--- config.mk ---
export PLATFORM = sky130hd
export DESIGN_NAME = shift_reg
export DESIGN_NICKNAME = d
export VERILOG_FILES = /design/src/rtl/shift_reg.sv
export SDC_FILE = /design/constraint.sdc
export NUM_CORES = 1
export LEC_CHECK = 0
export BUFFER_PORTS_ARGS = -buffer_cell sky130_fd_sc_hd__buf_2
export CAP_MARGIN = 30
export CELL_PAD_IN_SITES_DETAIL_PLACEMENT = 0
export CELL_PAD_IN_SITES_GLOBAL_PLACEMENT = 1
export CORE_UTILIZATION = 36
export DETAILED_ROUTE_END_ITERATION = 6
export PLACE_DENSITY_LB_ADDON = 0.1
export RECOVER_POWER = 25
export REMOVE_ABC_BUFFERS = 1
export SLEW_MARGIN = 0
export SYNTH_ARGS = -nofsm -noshare
export SYNTH_HDL_FRONTEND = slang
export SYNTH_SLANG_ARGS = --single-unit
--- constraint.sdc ---
create_clock -name clk -period 2.7 [get_ports clk]
set_input_delay 0.135 -clock clk [delete_from_list [all_inputs] [get_ports clk]]
set_output_delay 0.135 -clock clk [all_outputs]
set_load 0.05 [all_outputs]
--- src/rtl/shift_reg.sv ---
// shift_reg: sample-history register for a one-bit sample stream.
//
// On each accepted sample the caller-supplied previous history word is shifted
// left one place with the new sample inserted at bit 0, and the result is
// registered. Bit k of the history holds x[n-k] for k = 0..50. The history
// storage itself lives in the parent, which normally feeds shiftreg_new back
// into shiftreg_prev.
//
// Optional feature macro: SHIFTREG_ONES_COUNT_EN adds a registered population
// count of the new history word on ones_count.
//
// Ports:
//   clk            in   1   system clock, rising edge
//   reset_n        in   1   synchronous active-low reset, overrides ready_in
//   ready_in       in   1   sample strobe, x_n is valid this cycle
//   x_n            in   1   current sample bit x[n]
//   shiftreg_prev  in   51  previous history word, sampled only on accept
//   shiftreg_new   out  51  registered updated history word
//   valid_out      out  1   one-cycle pulse, shiftreg_new updated on this edge
//   fill_count     out  6   samples accepted since reset, saturates at 51
//   full           out  1   fill_count has reached 51, sticky until reset
//   ones_count     out  6   popcount of shiftreg_new (SHIFTREG_ONES_COUNT_EN)

module shift_reg (
  input  logic        clk,
  input  logic        reset_n,
  input  logic        ready_in,
  input  logic        x_n,
  input  logic [50:0] shiftreg_prev,
  output logic [50:0] shiftreg_new,
  output logic        valid_out,
  output logic [5:0]  fill_count,
  output logic        full
`ifdef SHIFTREG_ONES_COUNT_EN
  ,
  output logic [5:0]  ones_count
`endif
);

  localparam int unsigned Width = 51;
  localparam logic [5:0]  FillMax = 6'd51;

  logic [Width-1:0] r_shift;
  logic             r_valid;
  logic [5:0]       r_fill;
  logic             r_full;

  logic [Width-1:0] w_shift_next;
  logic [5:0]       w_fill_next;

  // Bit 50 of the previous word falls off the top.
  assign w_shift_next = {shiftreg_prev[Width-2:0], x_n};
  assign w_fill_next  = (r_fill == FillMax) ? FillMax : r_fill + 6'd1;

  always_ff @(posedge clk) begin
    if (!reset_n) begin
      r_shift <= '0;
      r_valid <= 1'b0;
      r_fill  <= '0;
      r_full  <= 1'b0;
    end else begin
      r_valid <= ready_in;
      if (ready_in) begin
        r_shift <= w_shift_next;
        r_fill  <= w_fill_next;
        if (w_fill_next == FillMax) begin
          r_full <= 1'b1;
        end
      end
    end
  end

  assign shiftreg_new = r_shift;
  assign valid_out    = r_valid;
  assign fill_count   = r_fill;
  assign full         = r_full;

`ifdef SHIFTREG_ONES_COUNT_EN
  logic [5:0] r_ones;
  logic [5:0] w_ones_next;

  // Count is taken on the word about to be registered so it lines up with
  // shiftreg_new on the same edge.
  always_comb begin
    w_ones_next = '0;
    for (int i = 0; i < Width; i++) begin
      w_ones_next = w_ones_next + {5'd0, w_shift_next[i]};
    end
  end

  always_ff @(posedge clk) begin
    if (!reset_n) begin
      r_ones <= '0;
    end else if (ready_in) begin
      r_ones <= w_ones_next;
    end
  end

  assign ones_count = r_ones;
`endif

endmodule

==> impl_metrics.json, run 1 <==
{
  "clk_latency_ps": 320,
  "cts.repair.resized": 0,
  "vias_per_cell": 4.37,
  "min_path_type": "in -> reg",
  "fp.coreArea_sq_um": 6030,
  "wl_per_cell_um": 11.7,
  "yosysUniqueCellTypes": 21,
  "dpl.cell_count": 385,
  "nets": 377,
  "wirelength_um": 4690,
  "synth_warnings": 0,
  "diodes": 0,
  "finalPower_mw": 1.99,
  "dp_hpwl_um": 3270,
  "max_slew_margin_pct": 25.3,
  "path_cells": "clkbuf_1, clkbuf_1, nor2b_1",
  "drive_above_1_share_pct": 39.4,
  "cpMaxStageDelayCell": "clkbuf_1",
  "fin_skew_ps": 0.647,
  "fin_crit_sh_pct": 61.7,
  "cts-root-buf": "clkbuf_8",
  "h-tree-depth": 3,
  "grt_max_degree": 34,
  "clk_pin_slew_worst_paths_ps": 70,
  "cap_viol_max_count": 0,
  "vias": 1749,
  "die-area_sq_um": 6690,
  "worst_pin_slew_ps": 1120,
  "drt-pass1-iter-count": 3,
  "io_pins": 114,
  "syn_inst": 209,
  "ant_nets": 0,
  "numCtsBuffers": 9,
  "syn_avg_cell_area_sq_um": 11.0,
  "cts_tree": "yes",
  "pwr_density_cell_nw_per_um2": 649,
  "synth_top_area_cell": "dfxtp_1",
  "grt_pass1_wl_um": 7170,
  "placementRows": 28,
  "portBuffers": 112,
  "antenna_found_initial": 0,
  "setup_viol": 0,
  "ys_ff_latch": 59,
  "crit_path_end_kind": "flip-flop",
  "status": "complete, no violations",
  "cp-start-kind": "primary input",
  "holdPathStages": 3,
  "start_util_pct": 38.1,
  "finalHoldViolCount": 0,
  "syn-cell-area_sq_um": 2290,
  "slowest_delay_ps": 800,
  "die_h_um": 81.8,
  "post_cts_buffers": 0,
  "crit_fanout": 33,
  "period_needed_ps": 1670,
  "numClockSinks": 59,
  "synthTopCellsByArea": "dfxtp_1 (52%), mux2i_1 (22%), nor2b_1 (14%)",
  "required_ps": 2950,
  "route.detailed.drc": 0,
  "rsz0062_at_grt": "no",
  "ys_seq_area_share_pct": 51.5,
  "area_delta_synth_final_pct": 33.8,
  "clk_path_buf_depth": 2,
  "finalSetupTns_ps": 0,
  "ff2ff_path_depth": 5,
  "layout.cells.non_filler": 400,
  "fmax_ghz": 0.600,
  "timing.critical_path.arrival_ps": 1920,
  "synth.top_cell.area_share_pct": 51.5,
  "die_x_um": 81.8,
  "slew_violations": 0,
  "p_leak_nw": 1.57,
  "gp_congestion": 0.656,
  "drt_iter0_markers": 44,
  "grt_overflow": 0,
  "path_common_cell": "clkbuf_1",
  "track_usage_pct": 14.7,
  "ir_drop_mv": 0.344,
  "holdBufCountCts": 0,
  "worstSetupPathType": "in -> reg",
  "grt_pass1_vias": 1597
}
where the power goes:
group	leakage [nW]	internal, mW	switching [mW]
sequential	0.487	0.920	0.0229
clock	0.0860	0.349	0.321
combinational	0.996	0.122	0.257
cell type report:
type                    count  area, sq um
flip-flops and latches     59         1180
fillers                   594         2960
clock buffers              12          145
inverters                   2         7.51
repair buffers            115          581
multi-input cells         134         1040
well taps                  75         93.8
clock inverters             3         15.0
per-layer routing:
layer | wire length (um) | track usage [%]
met3 | 407 | 5.56
met5 | 0 | 0
met1 | 2110 | 17.3
met4 | 120 | 11.6
met2 | 2050 | 21.2
cell families (layout without fill, tap and decap cells):
kind of cell | count (synthesis) | count (layout) | share of synthesized area [%]
buf+inv | 16 | 132 | 2.95
fa+ha+maj | 1 | 1 | 0.545
compound gates | 7 | 7 | 2.35
xor+xnor | 7 | 7 | 2.67
flops | 59 | 59 | 51.5
mux | 51 | 51 | 22.3
simple gates | 68 | 68 | 17.7
worst max-delay path, delay by kind of cell:
family                 cells  cell delay [ps]
buffers and inverters      2             1550
AND/OR/NAND/NOR            1              220
Yosys cell counts:
library cell  count
a2111oi_2         1
a21boi_0          1
a22o_1            1
a31oi_1           2
and2_1            3
and3_2            1
buf_2             6
clkbuf_1          8
dfxtp_1          59
ha_1              1
inv_1             2
mux2i_1          51
nand2_1           5
nand3_1           2
nand4_1           3
nor2_1            2
nor2b_1          51
o21ai_0           2
or3_1             1
xnor2_1           4
xor2_1            3
state kept, by name, indices dropped and copies added (netlist names):
register / count
full: 1
fill_count: 6
shiftreg_new: 51
valid_out: 1
placed cells by master (no fill, tap or decap), types with 4 or more instances in the layout:
cell,Yosys,layout
dfxtp_1,59,59
nor2b_1,51,51
clkbuf_1,8,4
clkbuf_8,0,10
buf_2,6,110
mux2i_1,51,51
xnor2_1,4,4
nand2_1,5,5
per-stage QoR:
stage / worst slack, ps / utilization, % / hold slack (ps) / cell area, sq um
after floorplan: 757 / - / 235 / 2230
after global placement: 1040 / 48.3 / 389 / 2910
after detailed placement: 1040 / 48.3 / 400 / 2910
after CTS: 1020 / 51.0 / 44.2 / 3070
after global routing: 756 / 50.9 / 50.5 / 3070
final: 1030 / 50.9 / 61.8 / 3070
path summary, 6_finish.rpt:
| check | slack, ps | to | from |
|---|---|---|---|
| worst max-delay path | 1030 | shiftreg_new[5] | reset_n |
| worst min-delay path | 60 | shiftreg_new[32] | shiftreg_prev[31] |
| worst max register to register | 1040 | full | fill_count[0] |
| worst min register to register | 490 | full | full |
(Power assumes the default switching activity.)
==> inputs of run 2 (changes only) <==
--- a/config.mk
+++ b/config.mk
@@ -9,7 +9,7 @@
 export CAP_MARGIN = 30
 export CELL_PAD_IN_SITES_DETAIL_PLACEMENT = 0
 export CELL_PAD_IN_SITES_GLOBAL_PLACEMENT = 1
-export CORE_UTILIZATION = 36
+export CORE_UTILIZATION = 30
 export DETAILED_ROUTE_END_ITERATION = 6
 export PLACE_DENSITY_LB_ADDON = 0.1
 export RECOVER_POWER = 25
==> constraint.sdc (replaced) <==
create_clock -name clk -period 1.47 [get_ports clk]
set_input_delay 0.0735 -clock clk [delete_from_list [all_inputs] [get_ports clk]]
set_output_delay 0.0735 -clock clk [all_outputs]
set_load 0.05 [all_outputs]
==> impl_metrics.json, run 2 (synthesis results as in run 1) <==
{
  "status": "finished with violations",
  "failed_checks": "negative setup slack",
  "worst_pin_slew_ps": 901,
  "ff2ff_path_depth": 5,
  "power.switching_mw": 1.17,
  "timing.critical_path.arrival_ps": 1780,
  "track_usage_pct": 13.3,
  "required_ps": 1740,
  "grt_overflow": 0,
  "drt-pass1-iter-count": 4,
  "placementRows": 31,
  "gp_congestion": 0.754,
  "vias": 1903,
  "die-area_sq_um": 8000,
  "ff2ff_setup_slack_ps": -50,
  "grt_max_degree": 31,
  "crit_end": "full",
  "fmax_ghz": 0.659,
  "period_needed_ps": 1520,
  "die_x_um": 89.4,
  "dpl.cell_count": 419,
  "nets": 409,
  "finalSetupTns_ps": -47.8,
  "fin_skew_ps": 3.26,
  "finalPower_mw": 3.75,
  "cts-root-buf": "clkbuf_8",
  "wl_per_cell_um": 11.8,
  "slew_violations": 0,
  "area_delta_synth_final_pct": 49.0,
  "numClockSinks": 59,
  "rsz0062_at_grt": "yes",
  "start_util_pct": 31.3,
  "pwr_density_cell_nw_per_um2": 1100,
  "ant_nets": 0,
  "cap_viol_max_count": 0,
  "cp-start-kind": "flip-flop",
  "cpMaxStageDelayCell": "or3_4",
  "min_path_type": "in -> reg",
  "fin_crit_sh_pct": 103,
  "placed_cell_area_sq_um": 3040,
  "largest_register_ffs": 51,
  "p_leak_nw": 1.70,
  "combPwrFrac_pct": 20.9,
  "path_cells": "ha_4, inv_2, or3_4, a2111oi_4, a22o_1",
  "r2r-end": "full",
  "wirelength_um": 5390,
  "clk_latency_ps": 320,
  "switching_share_pct": 31.1,
  "clk_pin_slew_worst_paths_ps": 70,
  "intPower_mw": 2.58,
  "crit_path_end_kind": "flip-flop",
  "setup_ws_ps": -47.8,
  "diodes": 0,
  "vias_per_cell": 4.16,
  "portBuffers": 112,
  "final_common_cell": "buf_2",
  "final_area_sq_um": 3420,
  "drive_above_1_share_pct": 40.5,
  "grt_pass1_vias": 1717,
  "final_cell_mix": "buf_2 (111), dfxtp_1 (57), mux2i_1 (51), nor2b_1 (51), dlygate4sd3_1 (21)",
  "setup_viol": 1,
  "layout.cells.non_filler": 457,
  "max_slew_margin_pct": 39.9,
  "pwr-share-clk_pct": 32.9,
  "slowest_delay_ps": 380,
  "dp_hpwl_um": 3680,
  "cp-startpoint": "fill_count[0]",
  "reg2reg_from": "fill_count[0]",
  "drt_iter0_markers": 32,
  "numCtsBuffers": 9,
  "io_pins": 114,
  "finalHoldViolCount": 0,
  "ir_drop_mv": 0.446,
  "fp.coreArea_sq_um": 7330,
  "antenna_found_initial": 0,
  "pwr-share-seq_pct": 46.2,
  "route.detailed.drc": 0,
  "holdPathStages": 3,
  "clk_path_buf_depth": 2,
  "worstSetupPathType": "reg -> reg",
  "grt_pass1_wl_um": 7980,
  "die_h_um": 89.4,
  "cts_tree": "yes",
  "crit_fanout": 2,
  "finalCoreUtilization_pct": 46.6,
  "h-tree-depth": 3
}
[run 2: changes by cell type in the layout (fill, tap and decap cells not counted), moves of 2 or more]
cell / before / now
clkinvlp_4: 0 / 2
clkbuf_2: 0 / 2
dfxtp_2: 0 / 2
buf_4: 3 / 11
dfxtp_1: 59 / 57
dlygate4sd3_1: 0 / 21
[run 2: worst max-delay path, delay by kind of cell (launching register included)]
kind | cells | cell delay (ps)
adder cells (fa/ha/maj) | 1 | 260
flip-flops | 1 | 340
buffers and inverters | 1 | 30
AO/OA/AOI/OAI | 2 | 460
AND/OR/NAND/NOR | 1 | 380
[run 2: how the worst min path moves through the flow]
stage / startpoint / endpoint / slack [ps]
4_1_cts: shiftreg_prev[44] / shiftreg_new[45] / 0.2
3_3_place_gp: shiftreg_prev[35] / shiftreg_new[36] / 330
3_5_place_dp: shiftreg_prev[16] / shiftreg_new[17] / 340
6_report: shiftreg_prev[22] / shiftreg_new[23] / 10
2_1_floorplan: ready_in / fill_count[0] / 170
5_1_grt: shiftreg_prev[30] / shiftreg_new[31] / 5
[run 2: routing by layer]
layer	global-route usage [%]	share of wire (%)
met1	14.7	45
met2	22.4	46
met3	4.52	6.4
met4	7.65	2.2
met5	0	0
[run 2: area by class of cell]
type | count | area (sq um)
clock buffers | 11 | 131
clock inverters | 5 | 30.0
fillers | 752 | 3910
inverters | 2 | 7.51
multi-input cells | 134 | 1070
flip-flops and latches | 59 | 1180
well taps | 99 | 124
repair buffers | 147 | 866
[run 2: power by group through the flow]
stage / Sequential, mW / Clock [mW] / Combinational (mW)
2_1_floorplan: 2.08 / 0 / 0.155
3_3_place_gp: 1.76 / 0 / 0.740
3_5_place_dp: 1.76 / 0 / 0.740
4_1_cts: 1.73 / 1.28 / 0.800
5_1_grt: 1.74 / 1.36 / 0.837
6_report: 1.73 / 1.23 / 0.783
[run 2: repair_timing]
item,CTS,global route
buffers inserted,1,0
cloned,0,0
hold buffers,21,0
hold endpoints to repair,21,0
pin swaps,4,1
endpoints found under the setup margin,1,1
gates resized for setup,7,0
[run 2: through the flow]
step                setup slack [ps]  hold WS (ps)
floorplan                       -473           174
global placement               -79.3           327
detailed placement              -117           337
CTS                            -43.5         0.187
global route                   -92.6          5.11
finish                         -47.8          11.7
